--- src/rtl/load_store_unit.sv ---
// Load/store unit: aligns and issues one data-memory access per request,
// extracts and extends load results, and flags misalignment or timeout.
module load_store_unit #(
  parameter int unsigned TIMEOUT_CYCLES = 255
) (
  input  logic        clk,
  input  logic        rst_n,
  input  logic        start,
  input  logic        is_load,
  input  logic [2:0]  funct3,
  input  logic [3:0]  mem_write,
  input  logic [31:0] addr,
  input  logic [31:0] store_data,
  output logic        busy,
  output logic        dmem_req,
  output logic        dmem_we,
  output logic [3:0]  dmem_be,
  output logic [31:0] dmem_addr,
  output logic [31:0] dmem_wdata,
  input  logic        dmem_ack,
  input  logic [31:0] dmem_rdata,
  output logic        done,
  output logic [31:0] load_data,
  output logic        misaligned,
  output logic        timeout
);

  localparam logic [1:0] IDLE   = 2'd0;
  localparam logic [1:0] ACCESS = 2'd1;
  localparam logic [1:0] DONE   = 2'd2;

  localparam logic [7:0] TO_LAST = 8'(TIMEOUT_CYCLES - 1);

  logic [1:0]  state;
  logic [7:0]  cnt;
  logic        ld_q;
  logic [2:0]  f3_q;
  logic [1:0]  off_q;

  logic        bad_req;
  logic [3:0]  be_next;
  logic [31:0] wdata_next;
  logic [31:0] lane;
  logic [31:0] ext;

  assign busy = (state != IDLE);

  always_comb begin
    bad_req = 1'b0;
    if (is_load) begin
      case (funct3[1:0])
        2'b00:   bad_req = 1'b0;
        2'b01:   bad_req = addr[0];
        default: bad_req = |addr[1:0];
      endcase
    end else begin
      case (mem_write)
        4'b0001: bad_req = 1'b0;
        4'b0011: bad_req = addr[0];
        4'b1111: bad_req = |addr[1:0];
        default: bad_req = 1'b1;
      endcase
    end
  end

  always_comb begin
    be_next    = 4'b1111;
    wdata_next = 32'h0;
    if (!is_load) begin
      be_next = 4'(mem_write << addr[1:0]);
      case (mem_write)
        4'b0001: wdata_next = {4{store_data[7:0]}};
        4'b0011: wdata_next = {2{store_data[15:0]}};
        default: wdata_next = store_data;
      endcase
    end
  end

  // Shift the addressed lane down to bit 0 before extending.
  always_comb begin
    lane = dmem_rdata >> {off_q, 3'b000};
    ext  = dmem_rdata;
    case (f3_q)
      3'b000:  ext = {{24{lane[7]}}, lane[7:0]};
      3'b001:  ext = {{16{lane[15]}}, lane[15:0]};
      3'b100:  ext = {24'h0, lane[7:0]};
      3'b101:  ext = {16'h0, lane[15:0]};
      default: ext = dmem_rdata;
    endcase
  end

  always_ff @(posedge clk) begin
    if (!rst_n) begin
      state      <= IDLE;
      cnt        <= 8'h0;
      ld_q       <= 1'b0;
      f3_q       <= 3'b0;
      off_q      <= 2'b0;
      dmem_req   <= 1'b0;
      dmem_we    <= 1'b0;
      dmem_be    <= 4'b0;
      dmem_addr  <= 32'h0;
      dmem_wdata <= 32'h0;
      load_data  <= 32'h0;
      done       <= 1'b0;
      misaligned <= 1'b0;
      timeout    <= 1'b0;
    end else begin
      done       <= 1'b0;
      misaligned <= 1'b0;
      timeout    <= 1'b0;
      case (state)
        IDLE: begin
          if (start) begin
            if (bad_req) begin
              state      <= DONE;
              done       <= 1'b1;
              misaligned <= 1'b1;
            end else begin
              state      <= ACCESS;
              cnt        <= 8'h0;
              dmem_req   <= 1'b1;
              dmem_we    <= !is_load;
              dmem_be    <= be_next;
              dmem_addr  <= {addr[31:2], 2'b00};
              dmem_wdata <= wdata_next;
              ld_q       <= is_load;
              f3_q       <= funct3;
              off_q      <= addr[1:0];
            end
          end
        end
        ACCESS: begin
          // Ack takes priority over an expiring timeout.
          if (dmem_ack) begin
            state    <= DONE;
            dmem_req <= 1'b0;
            done     <= 1'b1;
            if (ld_q) load_data <= ext;
          end else begin
            cnt <= cnt + 8'd1;
            if (cnt == TO_LAST) begin
              state    <= DONE;
              dmem_req <= 1'b0;
              done     <= 1'b1;
              timeout  <= 1'b1;
            end
          end
        end
        DONE:    state <= IDLE;
        default: state <= IDLE;
      endcase
    end
  end

endmodule

--- config.mk ---
export PLATFORM = sky130hd
export DESIGN_NAME = load_store_unit
export DESIGN_NICKNAME = d
export VERILOG_FILES = /design/src/rtl/load_store_unit.sv
export SDC_FILE = /design/constraint.sdc
export NUM_CORES = 1
export LEC_CHECK = 0
export ABC_AREA = 1
export CAP_MARGIN = 5
export CELL_PAD_IN_SITES_DETAIL_PLACEMENT = 1
export CELL_PAD_IN_SITES_GLOBAL_PLACEMENT = 1
export CORE_ASPECT_RATIO = 1.25
export CORE_MARGIN = 1.5
export CORE_UTILIZATION = 33
export DETAILED_ROUTE_END_ITERATION = 7
export GPL_ROUTABILITY_DRIVEN = 0
export PLACE_DENSITY_LB_ADDON = 0.1
export SLEW_MARGIN = 20
export SYNTH_ARGS = -nofsm -noshare
export SYNTH_HDL_FRONTEND = slang
export SYNTH_SLANG_ARGS = --single-unit
--- constraint.sdc ---
create_clock -name clk -period 4.27 [get_ports clk]
set_input_delay 0.854 -clock clk [delete_from_list [all_inputs] [get_ports clk]]
set_output_delay 0.854 -clock clk [all_outputs]
set_load 0.02 [all_outputs]
# Yosys cells after proc, flatten, opt, wreduce, memory -nomap -nowiden
# Index checks and enable logic that the tools add are counted.
[totals] register_bits=119 input_bits=108 elab_cells=73
[classes] addsub=1 n_eq_ne=13 shift=2 n_mux=26 bitwise=3 n_reduce_logical=14
[ops] cell="one-hot mux 32 bit (4 select lines)" count=1
[ops] cell="one-hot mux 32 bit (2 select lines)" count=1
[ops] cell="2-to-1 mux 32 bit" count=1
[ops] cell="right shift 32 x 5 -> 16 bit" count=1
[ops] cell="2-to-1 mux 8 bit" count=3
[ops] cell="one-hot mux 8 bit (2 select lines)" count=1
[ops] cell="2-to-1 mux 1 bit" count=9
[ops] cell="adder 8 x 1 -> 8 bit (second input constant)" count=1
[ops] cell="equality test 8 bit (second input constant)" count=1
[ops] cell="2-to-1 mux 2 bit" count=4
[ops] cell="AND reduction 4 bit" count=2
[ops] cell="equality test 3 bit (second input constant)" count=2
[ops] cell="!= test 2 bit (second input constant)" count=3
[ops] cell="one-hot mux 1 bit (2 select lines)" count=3
[ops] cell="AND reduction 3 bit" count=2
[ops] cell="equality test 2 x 1 -> 1 bit (second input constant)" count=2
[ops] cell="equality test 4 x 1 -> 1 bit (second input constant)" count=1
[ops] cell="equality test 4 x 2 -> 1 bit (second input constant)" count=1
[ops] cell="equality test 4 bit (second input constant)" count=1
[ops] cell="zero test 2 bit" count=2
[ops] cell="2-to-1 mux 4 bit" count=1
[ops] cell="one-hot mux 2 bit (2 select lines)" count=1
[ops] cell="AND reduction 2 bit" count=2
[ops] cell="nonzero test 2 bit" count=2
[ops] cell="other kinds (9)" count=11

# Logic depth before layout (Yosys ltp)
[logic_depth] depth_word=6 depth_mapped=13

# Least setup slack after synthesis
# Ideal clock, no wire load.
[synth_timing] path_kind="register -> output" startpoint="register state[1]" endpoint="output busy" arrival_time_ns=1.178 required_ns=3.416 slack_ns=2.238 path_stages_with_launch=4 cell_sequence="dfxtp_1 -> nor2_1 -> clkbuf_1 -> inv_1"
[synth_between] elab_chain_cells=1
[synth_lines] element="from (decl)" line_no="34" source="logic [1:0] state;"
[synth_lines] element="from (signal assigned)" line_no="94" source="state <= IDLE;"
[synth_lines] element="from (signal assigned)" line_no="116" source="state <= DONE;"
[synth_lines] element="from (signal assigned)" line_no="120" source="state <= ACCESS;"
[synth_lines] element="nonzero test 2 bit" line_no="46" source="assign busy = (state != IDLE);"
[synth_lines] element="to (decl)" line_no="14" source="output logic busy,"
# No other way between the ends.

# Final worst setup path
[layout_timing] startpoint="input mem_write[3]" endpoint="register dmem_wdata[0]"
[layout_between] elab_chain_cells=5
[layout_lines] element="from (decl)" line_no="11" source="input logic [3:0] mem_write,"
[layout_lines] element="equality test 4 bit, or another cell as far along" line_no="57" source="case (mem_write)"
[layout_lines] element="one-hot mux 1 bit (3 select lines) (*)" line_no="57"
[layout_lines] element="2-to-1 mux 1 bit (*)" line_no="50" source="if (is_load) begin"
[layout_lines] element="NOT 1 bit (no source line) (*)"
[layout_lines] element="AND reduction 3 bit (no source line) (*)"
[layout_lines] element="to (signal assigned)" line_no="126" source="dmem_wdata <= wdata_next;"
[layout_lines] element="to (decl)" line_no="19" source="output logic [31:0] dmem_wdata,"
# Every way passes the cells marked *; elsewhere a longest branch is shown, timed or not.
# A chain may end at the register's enable or synchronous reset.

==> metrics.yaml <==
timing.rr.start: "off_q[0]"
core_area_um2: 16910
insertion_delay_ps: 420
fmax_mhz: 348.3
drive_gt1_frac: 0.06040
die_h_um: 150.2
io_buffers: 211
p_per_area_nw_per_um2: 368.9
cts_buffers: 17
end_kind: "register"
cts-resized-gates: 0
ios: 214
start_util: 0.3382
finalHoldViolCount: 0
cts_buffer_depth: 2
root_buffer: "clkbuf_16"
overflow: 0
num_vias: 6220
clock-sinks: 119
grt_pass1_vias: 6309
dp.cells: 1231
ys_warn_count: 0
rows: 53
ant_nets: 0
viasPerCell: 4.925
routed_wl_um: 20720
dieArea_um2: 18130
fin_skew_ps: 5.980
hp-class: "reg -> reg"
finalSetupTns_ps: 0
period_share: 0.6724
syn_area_um2: 5719
grt_usage: 0.2299
worstMarginPinSlew_ps: 878.8
hpwl_um: 14680
required_ps: 4590
drv_slew: 0
synth_cells: 847
grt_start_max_net_pins: 59
hold_slack_ps: 444.3
path_clk_slew_ps: 50
synth_top_area_frac: 0.4165
crit_start: "mem_write[3]"
status: "finished clean"
finalNonFillerCells: 1263
yosys.cell_types.count: 32
cts_hold_buf: 0
setup_viol_count_final: 0
cts_tree: "done"
dr.pass1.iters: 4
yosys.area.top_type: "dfxtp_1"
drt_first_iter_violations: 377
wl_per_cell_um: 16.40
antenna_found_initial: 0
finalCriticalPeriod_ps: 2871
htreeDepth: 4
yosysSeqAreaShare: 0.4165
drc: 0
startpoint_type: "input port"
worstHoldStart: "dmem_be[1]"
ys_seq_elements: 119
die_w_um: 120.8
arrival_ps: 3190
antenna_cells: 0
rsz0062_at_grt: "false"
grt_pass1_wl_um: 32640
drv_cap: 0
path_class: "in -> reg"
p_leak_nw: 3.437
nets: 1140
relSlewSlack: 0.4135
fillers: 2167
peakVddDrop_mv: 0.2596
post-cts-setup-buffers: 0
area_growth_pct: 48.87
syn_avg_cell_area_um2: 6.752
yosys-top-cells-area: "dfxtp_1 (42%), nand2_1 (11%), a21oi_1 (10%), nor2_1 (7.6%), o21ai_0 (6.3%)"
cp_max_fo: 33
[synth_stat cells (all sizes together)]
cell type and count:
a21oi 120, nor2 118, buf 28, nor4 1
a211oi 3, o22ai 7, ha 2, dfxtp 119
o21bai 2, nor3 4, o21ai 76, conb 1
o211ai 11, nand2 180, nor3b 3, clkbuf 28
nand3 14, inv 91, xor2 1, nand4 31
a22oi 7
[worst max-delay path, stage by stage]
cell             delay, ps
clkdlybuf4s50_1        470
nor2_2                 210
nand2_2                300
nand2_2                180
inv_2                   30
nor2_1                 130
nand4_2                170
inv_2                  490
nand2_1                160
a21oi_1                180
[placed cells by master, fill, tap and decap left out, drive strengths merged, types with 4 or more instances in the layout]
cell type	netlist	layout
a21oi	120	120
a22oi	7	7
buf	28	8
clkbuf	28	25
clkdlybuf4s50	0	211
clkinv	0	5
dfxtp	119	119
inv	91	90
nand2	180	180
nand3	14	14
nand4	31	31
nor2	118	118
nor3	4	4
o211ai	11	11
o21ai	76	76
o22ai	7	7
[state kept, by name (all words and copies together) (netlist names)]
signal and cells:
dmem_wdata 32, dmem_we 1, dmem_be 4, misaligned 1, state 2, dmem_req 1
ld_q 1, dmem_addr 30, done 1, f3_q 3, cnt 8, off_q 2
load_data 32, timeout 1
[logic make-up after synthesis]
logic type               share of synthesized area
adder cells (fa/ha/maj)                   0.004375
AO/OA/AOI/OAI                               0.2113
XOR/XNOR                                  0.001532
AND/OR/NAND/NOR                             0.2579
flip-flops                                  0.4165
buffers and inverters                       0.1076
other                                    0.0006557
[through the flow]
step                  util  area, µm²  setup WS, ps  total power, mW
floorplan                -       5723          2238            1.473
global placement    0.4681       7916          1015            1.713
detailed placement  0.4681       7916         987.5            1.717
CTS                 0.5034       8513          1422            3.179
global route        0.5035       8514          1159            3.265
finish              0.5035       8514          1399            3.141
[layout make-up]
cell class | count | area (µm²) | area share
multi-input cells | 582 | 2733 | 0.3209
flip-flops and latches | 119 | 2382 | 0.2798
repair buffers | 219 | 2185 | 0.2566
clock buffers | 25 | 505.5 | 0.05937
inverters | 91 | 342.8 | 0.04026
well taps | 220 | 275.3 | 0.03233
clock inverters | 7 | 91.34 | 0.01073
[where the power goes]
group          internal [mW]  switching, mW  leakage, nW
clock network          0.934          0.514        0.293
logic                  0.214          0.293         2.18
registers               1.15         0.0340        0.964
[metal layers]
metal  vias up  wire (µm)  share of wire  GRT usage
met2       161      10460           0.50     0.4094
met5         -          0              0          0
met1      2899       8358           0.40     0.2537
met3        27       1519          0.073    0.08106
met4         0        379          0.018    0.07706
li1       3133          -              -          -
[final timing paths]
kind                                 endpoint  slack [ps]  depth (start not counted)
worst max-delay path            dmem_wdata[0]        1400                         10
worst min-delay path               dmem_be[1]         440                          2
worst max register to register  load_data[19]        2050                          7
worst min register to register     dmem_be[1]         440                          2
(Power assumes the default switching activity.)
